**src/rtl/pipeline_pkg.sv**
```systemverilog
// Shared pipeline types: the execute-stage branch resolution bus, the 2-bit
// predictor state, and the branch target buffer entry layout.
package pipeline_pkg;

    // Default number of BTB entries when the parent does not override it.
    localparam int BTB_DEFAULT_ENTRIES = 16;

    // Widest tag any legal BTB size can need (32 - 2 byte-offset bits).
    // Tags are zero-extended into this field so the entry type stays fixed.
    localparam int BTB_TAG_W = 30;

    // Two-bit saturating predictor: upper bit set means "predict taken".
    typedef enum logic [1:0] {
        NN = 2'b00,
        NT = 2'b01,
        TN = 2'b10,
        TT = 2'b11
    } predictor_t;

    // Resolved branch as reported by the execute stage.
    typedef struct packed {
        logic        br_valid;
        logic        br_update_en;
        logic [31:0] br_update_pc;
        logic [31:0] br_pc_plus4;
        logic        br_taken;
        logic        br_already_predicted;
        logic [31:0] br_target;
    } branch_t;

    // One BTB line.
    typedef struct packed {
        logic                 valid;
        logic [BTB_TAG_W-1:0] tag;
        logic [31:0]          target;
        predictor_t           state;
    } btb_entry_t;

    // True when a predictor state predicts taken.
    function automatic logic predicts_taken(input predictor_t state);
        return state[1];
    endfunction

endpackage

```
**src/rtl/prd_sat_counter.sv**
```systemverilog
// Next-state logic of a 2-bit saturating branch predictor. Purely
// combinational so it can be shared by the BTB and any future BHT.
module prd_sat_counter
    import pipeline_pkg::*;
(
    input  predictor_t state,
    input  logic       taken,
    output predictor_t next_state
);

    // Step toward TT on taken and toward NN on not-taken, saturating at both ends.
    always_comb begin
        next_state = state;
        case (state)
            NN:      next_state = taken ? NT : NN;
            NT:      next_state = taken ? TN : NN;
            TN:      next_state = taken ? TT : NT;
            TT:      next_state = taken ? TT : TN;
            default: next_state = NN;
        endcase
    end

endmodule

```
**src/rtl/branch_predictor_btb.sv**
```systemverilog
// Direct-mapped branch target buffer with a 2-bit predictor per entry.
// Fetch lookup is combinational; resolved branches from execute update the
// table at the clock edge and raise a same-cycle mispredict/redirect.
module branch_predictor_btb
    import pipeline_pkg::*;
#(
    parameter  int BTB_ENTRIES = BTB_DEFAULT_ENTRIES,
    localparam int IDX_W       = $clog2(BTB_ENTRIES)
) (
    input  logic        i_clk,
    input  logic        i_rst,
    input  logic [31:0] i_fetch_pc,
    input  logic        i_fetch_valid,
    output logic        o_prd_taken,
    output logic [31:0] o_prd_target,
    input  branch_t     i_branch,
    output logic        o_mispredict,
    output logic [31:0] o_redirect_pc,
    output logic [31:0] o_br_count,
    output logic [31:0] o_mispred_count
);

    btb_entry_t btb_mem [BTB_ENTRIES];

    logic [IDX_W-1:0]     fetch_idx;
    logic [BTB_TAG_W-1:0] fetch_tag;
    btb_entry_t           fetch_entry;
    logic                 fetch_hit;

    logic [IDX_W-1:0]     upd_idx;
    logic [BTB_TAG_W-1:0] upd_tag;
    btb_entry_t           upd_entry;
    logic                 upd;
    logic                 upd_hit;
    logic                 target_differs;
    predictor_t           upd_next_state;

    logic [31:0] br_count_q;
    logic [31:0] mispred_count_q;

    // Byte-offset bits of both PCs carry no information for the table.
    logic unused_pc_bits;
    assign unused_pc_bits = &{1'b0, i_fetch_pc[1:0], i_branch.br_update_pc[1:0]};

    // Split the fetch and update PCs into index and zero-extended tag.
    always_comb begin
        fetch_idx = i_fetch_pc[IDX_W+1:2];
        fetch_tag = BTB_TAG_W'(i_fetch_pc[31:IDX_W+2]);
        upd_idx   = i_branch.br_update_pc[IDX_W+1:2];
        upd_tag   = BTB_TAG_W'(i_branch.br_update_pc[31:IDX_W+2]);
    end

    assign fetch_entry = btb_mem[fetch_idx];
    assign upd_entry   = btb_mem[upd_idx];

    // Fetch-side prediction from the registered table contents; no bypass of
    // an update landing in the same cycle.
    always_comb begin
        fetch_hit    = i_fetch_valid & fetch_entry.valid & (fetch_entry.tag == fetch_tag);
        o_prd_taken  = fetch_hit & predicts_taken(fetch_entry.state);
        o_prd_target = o_prd_taken ? fetch_entry.target : 32'h0;
    end

    // Resolve the branch against the table: wrong direction, or a taken
    // branch whose stored target no longer matches, needs a flush.
    always_comb begin
        upd            = i_branch.br_update_en & i_branch.br_valid;
        upd_hit        = upd_entry.valid & (upd_entry.tag == upd_tag);
        target_differs = upd_entry.target != i_branch.br_target;
        o_mispredict   = upd & ((i_branch.br_taken != i_branch.br_already_predicted) |
                                (i_branch.br_taken & i_branch.br_already_predicted &
                                 upd_hit & target_differs));
        o_redirect_pc  = 32'h0;
        if (o_mispredict) begin
            o_redirect_pc = i_branch.br_taken ? i_branch.br_target : i_branch.br_pc_plus4;
        end
    end

    prd_sat_counter u_sat_counter (
        .state      (upd_entry.state),
        .taken      (i_branch.br_taken),
        .next_state (upd_next_state)
    );

    // Table maintenance: train on hits, allocate only on taken misses so a
    // not-taken alias never evicts a useful entry. Reset clears everything.
    always_ff @(posedge i_clk or posedge i_rst) begin
        if (i_rst) begin
            for (int i = 0; i < BTB_ENTRIES; i++) begin
                btb_mem[i] <= '{valid: 1'b0, tag: '0, target: 32'h0, state: NN};
            end
        end else if (upd) begin
            if (upd_hit) begin
                btb_mem[upd_idx].state <= upd_next_state;
                if (i_branch.br_taken) begin
                    btb_mem[upd_idx].target <= i_branch.br_target;
                end
            end else if (i_branch.br_taken) begin
                btb_mem[upd_idx] <= '{valid:  1'b1,
                                      tag:    upd_tag,
                                      target: i_branch.br_target,
                                      state:  TN};
            end
        end
    end

    // Branch and mispredict statistics, free-running modulo 2^32.
    always_ff @(posedge i_clk or posedge i_rst) begin
        if (i_rst) begin
            br_count_q      <= 32'h0;
            mispred_count_q <= 32'h0;
        end else if (upd) begin
            br_count_q <= br_count_q + 32'd1;
            if (o_mispredict) begin
                mispred_count_q <= mispred_count_q + 32'd1;
            end
        end
    end

    assign o_br_count      = br_count_q;
    assign o_mispred_count = mispred_count_q;

endmodule

```
**config.mk**
```make
export PLATFORM = sky130hd
export DESIGN_NAME = branch_predictor_btb
export DESIGN_NICKNAME = d
export VERILOG_FILES = /design/src/rtl/pipeline_pkg.sv /design/src/rtl/prd_sat_counter.sv /design/src/rtl/branch_predictor_btb.sv
export SDC_FILE = /design/constraint.sdc
export NUM_CORES = 2
export LEC_CHECK = 0
export BUFFER_PORTS_ARGS = -buffer_cell sky130_fd_sc_hd__buf_2
export CAP_MARGIN = 20
export CORE_MARGIN = 1.5
export CORE_UTILIZATION = 57
export DETAILED_ROUTE_END_ITERATION = 8
export PLACE_DENSITY = 0.75
export REMOVE_ABC_BUFFERS = 1
export SLEW_MARGIN = 10
export SYNTH_ARGS = -nofsm -noshare
export SYNTH_HDL_FRONTEND = slang
export SYNTH_SLANG_ARGS = --single-unit
export TNS_END_PERCENT = 5
```
**constraint.sdc**
```tcl
create_clock -name i_clk -period 53.2 [get_ports i_clk]
set_input_delay 7.98 -clock i_clk [delete_from_list [all_inputs] [get_ports i_clk]]
set_output_delay 7.98 -clock i_clk [all_outputs]
set_load 0.05 [all_outputs]
```
==> results.rst <==
.. list-table::
   :header-rows: 1

   * - Metric
     - Value
   * - Most instantiated cells after synthesis
     - sky130_fd_sc_hd__dfrtp_1, sky130_fd_sc_hd__mux2_2, sky130_fd_sc_hd__mux4_2
   * - Switching part of the total
     - 0.267
   * - Total number of yosys warnings
     - 0
   * - Footprint of the multi-input gates
     - 28800 um2
   * - Post-layout total power
     - 2.17 mW
   * - Minimum period implied by the final worst setup slack
     - 23690 ps
   * - Post-synthesis cell type count
     - 73
   * - Relative contribution of sequential cells to total power
     - 0.448
   * - Max H-tree Level
     - 3
   * - Total Neg Setup Slack
     - 0 ps
   * - Most used cell along the critical path
     - sky130_fd_sc_hd__buf_4
   * - Horizontal die dimension
     - 318 um
   * - Worst-case vdd ir drop
     - 0.0279 mV
   * - Routed Wire Length
     - around 150 mm
   * - Share of the cycle needed by the critical path after routing
     - 0.445
   * - Total Routing Usage GR
     - 0.305
   * - # Max-Cap Violations
     - 0
   * - Slew HR
     - 0.222
   * - Buffers on Ports
     - 260
   * - Detail Route Antenna Nets
     - 0
   * - Highest Clock Rate
     - 0.0422 GHz
   * - Clock tree from TritonCTS
     - done
   * - Standard cell with the maximum stage delay on the critical path
     - sky130_fd_sc_hd__buf_4
   * - Reg2Reg Capture Point
     - o_mispred_count[29]$_DFFE_PP0P_
   * - Initial antenna violation count
     - 8
   * - Clock sinks
     - 1040
   * - Violation count after the first detailed-route iteration
     - 3449
   * - Share of flip-flops with an asynchronous set or reset
     - 1.00
   * - Placed Cells incl. Taps
     - 5078
   * - Crit path kind
     - in -> out
   * - Hpwl dp
     - ~88 mm
   * - Internal portion of total power
     - ~1.6 mW
   * - Global route total overflow
     - 0
   * - Die Outline Area
     - 101000 um2
   * - # fillers
     - 7242
   * - Total net switching power
     - 0.579 mW
   * - Cell-by-cell trace of the critical path
     - buf_8, buf_4, buf_4, buf_4, buf_4, mux4_2, mux4_2, xor2_1, nor4_1, nand4_1, a2111oi_2, nand4_1, a32oi_4, buf_4, nor2_1, buf_2
   * - Layout cell share with drive strength beyond 1
     - 0.506
   * - Final Slew Violations
     - 0
   * - Slack of the worst reg-to-reg path
     - roughly 48000 ps
   * - Number of cells on the worst reg-to-reg path
     - 11
   * - Vias in the first global route
     - approximately 37k
   * - Sequential cell area
     - 26000 um2
   * - Top_reg_cell synth
     - sky130_fd_sc_hd__dfrtp_1
   * - Number of enable flip-flop cells after synthesis
     - 0
   * - Proportion of netlist area held by the largest area contributor
     - 0.460
   * - Post-Synthesis Cell Area
     - 56600 um2
   * - Via count of the routed design
     - 35.4k
   * - Area of the placeable core
     - 98400 um2
   * - Most instantiated library cell after synthesis
     - sky130_fd_sc_hd__dfrtp_1
   * - Leak
     - 28.0 nW
   * - Final setup viols
     - 0
   * - Number of resized instances in the post-cts repair step
     - 0
   * - Final cell count without fillers
     - 5282
   * - Timing endpoint of the critical path
     - o_redirect_pc[31]
   * - Setup slack at placement
     - 29430 ps
   * - Data arrival time of the critical path
     - about 16000 ps
   * - Maximum buffer depth of the clock tree
     - 3
   * - Kind of cell adding the most delay to the critical path
     - buffers and inverters
   * - Post-route DRC violation count
     - 0
   * - Actual transition at the worst max-transition pin
     - 1160 ps
   * - Ranking of synthesized cells by area
     - sky130_fd_sc_hd__dfrtp_1, sky130_fd_sc_hd__mux4_2, sky130_fd_sc_hd__mux2_2
   * - Buffers plus inverters on the worst setup path
     - 7
   * - Post-DR vias/cell
     - 6.69
   * - Fin Clk Skew
     - ~21 ps
   * - Start point of the critical path
     - i_branch[71]
   * - Startpoint kind of the worst setup timing path
     - primary input
   * - Synthesized area per cell
     - ~15 um2
   * - Worst endpoint required time
     - ~45000 ps
   * - Final hold viol count
     - 0
   * - Reg2Reg Launch Point
     - btb_mem[303]$_DFFE_PP0P_
   * - Total iterations of the first detailed-routing run
     - 7
   * - Clock network power share
     - 0.377
   * - Boundary Pins
     - 265
   * - Largest net degree at the start of global routing
     - 167
   * - TritonCTS buffer count
     - 110
   * - PD cells
     - 34.9 nW/um2
   * - Result of the run
     - finished clean
   * - Peak per-stage delay on the critical path
     - 700 ps
   * - Weighted congestion at the end of routability-driven global placement
     - 0.859
   * - # rows
     - 115
   * - Proportion of synthesized chip area in sequential cells
     - 0.460
   * - Combinational share of power
     - 0.175
   * - Post-cts hold buffer count
     - 0
   * - Setup fix buffers added after clock tree synthesis
     - 0
   * - Initial Utilization
     - 0.575
   * - CP Max Fanout
     - 57
   * - Syn-to-layout area delta
     - 10.1%
   * - Clock-pin slew on the worst setup and hold paths
     - 60 ps
   * - Final layout net count
     - 4042
   * - Routed length per instance
     - 28.9 um
   * - Clk_lat worst skew
     - 700 ps
   * - Logic depth of the worst setup path including buffers
     - 16
   * - Wire length of the first global-routing pass
     - 234 mm
   * - Die Y-Extent
     - 318 um
   * - Synth Instances
     - ~3.8k
   * - Synth Register Bits
     - 1040
   * - Worst min-delay path class
     - reg -> reg
   * - Clock tree root buffer cell
     - sky130_fd_sc_hd__clkbuf_16
   * - Endpoint type of the worst setup path
     - primary output
   * - Setup repair after global routing missed its margin
     - false
   * - Cell taking the most area after synthesis
     - sky130_fd_sc_hd__dfrtp_1
   * - Fin worst setup slack
     - 29510 ps
-- cells by family after synthesis --
| group | share of synthesized area |
|---|---|
| XOR/XNOR | 0.0244 |
| multiplexers | 0.419 |
| AO/OA/AOI/OAI | 0.0221 |
| buffers and inverters | 0.0352 |
| AND/OR/NAND/NOR | 0.0385 |
| adder cells (fa/ha/maj) | 0.000840 |
| flip-flops | 0.460 |
-- cell usage in the layout (no fill, tap or decap), types with 14 or more instances in the layout --
master and n:
sky130_fd_sc_hd__dfrtp_1 1040, sky130_fd_sc_hd__mux2_2 946, sky130_fd_sc_hd__mux4_2 479, sky130_fd_sc_hd__buf_2 252, sky130_fd_sc_hd__mux2i_1 204, sky130_fd_sc_hd__clkbuf_16 113
sky130_fd_sc_hd__xnor2_1 101, sky130_fd_sc_hd__nor2_1 95, sky130_fd_sc_hd__buf_4 85, sky130_fd_sc_hd__nand2_1 59, sky130_fd_sc_hd__xor2_1 55, sky130_fd_sc_hd__a22oi_1 48
sky130_fd_sc_hd__nor2b_1 40, sky130_fd_sc_hd__o21ai_0 36, sky130_fd_sc_hd__nand3_1 35, sky130_fd_sc_hd__clkinv_2 27, sky130_fd_sc_hd__nand4_1 25, sky130_fd_sc_hd__mux2_1 23
sky130_fd_sc_hd__and3_1 21, sky130_fd_sc_hd__nor3_1 20, sky130_fd_sc_hd__or2_2 20, sky130_fd_sc_hd__nor2_4 18, sky130_fd_sc_hd__a221oi_1 18, sky130_fd_sc_hd__clkbuf_8 18
sky130_fd_sc_hd__clkbuf_1 18, sky130_fd_sc_hd__a21oi_1 16, sky130_fd_sc_hd__bufinv_16 16, sky130_fd_sc_hd__inv_1 14
-- layout make-up --
class / instances / area share
diodes: 1 / 0.0000401
clock inverters: 53 / 0.0114
flip-flops and latches: 1040 / 0.417
multi-input cells: 2391 / 0.462
inverters: 17 / 0.00116
clock buffers: 149 / 0.0504
well taps: 1287 / 0.0258
repair buffers: 344 / 0.0322
-- power by group through the flow --
stage	Clock (mW)	Combinational [mW]	Sequential, mW
global route	0.862	0.406	0.989
CTS	0.830	0.382	0.973
global placement	0	0.371	0.981
detailed placement	0	0.380	0.987
floorplan	0	0.260	0.978
finish	0.819	0.380	0.975
-- registers in the layout (all words and copies together) (netlist names) --
register,count
o_mispred_count,32
btb_mem,976
o_br_count,32
-- worst register-to-register path: stages (launching register included) --
cell                       delay [ps]
sky130_fd_sc_hd__dfrtp_1          370
sky130_fd_sc_hd__mux2i_1           80
sky130_fd_sc_hd__mux4_2           510
sky130_fd_sc_hd__xor2_1           430
sky130_fd_sc_hd__nor2_1            90
sky130_fd_sc_hd__nor4bb_1         550
sky130_fd_sc_hd__and3_1           370
sky130_fd_sc_hd__nor3b_1          710
sky130_fd_sc_hd__a32oi_4          430
sky130_fd_sc_hd__buf_4            470
sky130_fd_sc_hd__nor4_1           500
sky130_fd_sc_hd__xor2_1           180
-- how the worst min path moves through the flow --
stage          slack (ps)                             from  depth (start not counted)                         endpoint
6_report              470  o_mispred_count[31]$_DFFE_PP0P_                          1  o_mispred_count[31]$_DFFE_PP0P_
5_1_grt               480  o_mispred_count[31]$_DFFE_PP0P_                          1  o_mispred_count[31]$_DFFE_PP0P_
4_1_cts               470  o_mispred_count[31]$_DFFE_PP0P_                          1  o_mispred_count[31]$_DFFE_PP0P_
3_5_place_dp          460  o_mispred_count[31]$_DFFE_PP0P_                          1  o_mispred_count[31]$_DFFE_PP0P_
3_3_place_gp          450  o_mispred_count[31]$_DFFE_PP0P_                          1  o_mispred_count[31]$_DFFE_PP0P_
2_1_floorplan         460          btb_mem[64]$_DFFE_PP0P_                          1          btb_mem[64]$_DFFE_PP0P_
-- metrics by stage --
step	hold slack, ps	utilization	area, um2
floorplan	457	-	54700
global placement	454	0.594	58500
detailed placement	461	0.594	58500
CTS	472	0.633	62300
global route	481	0.633	62300
finish	469	0.633	62300
-- per-layer routing --
metal	track usage	routed length [um]	vias up
met1	0.430	63100	18900
met5	0	35	-
met4	0.101	5230	6
met3	0.0500	10700	294
li1	-	-	14700
met2	0.487	73500	1429
(Power assumes the default switching activity.)
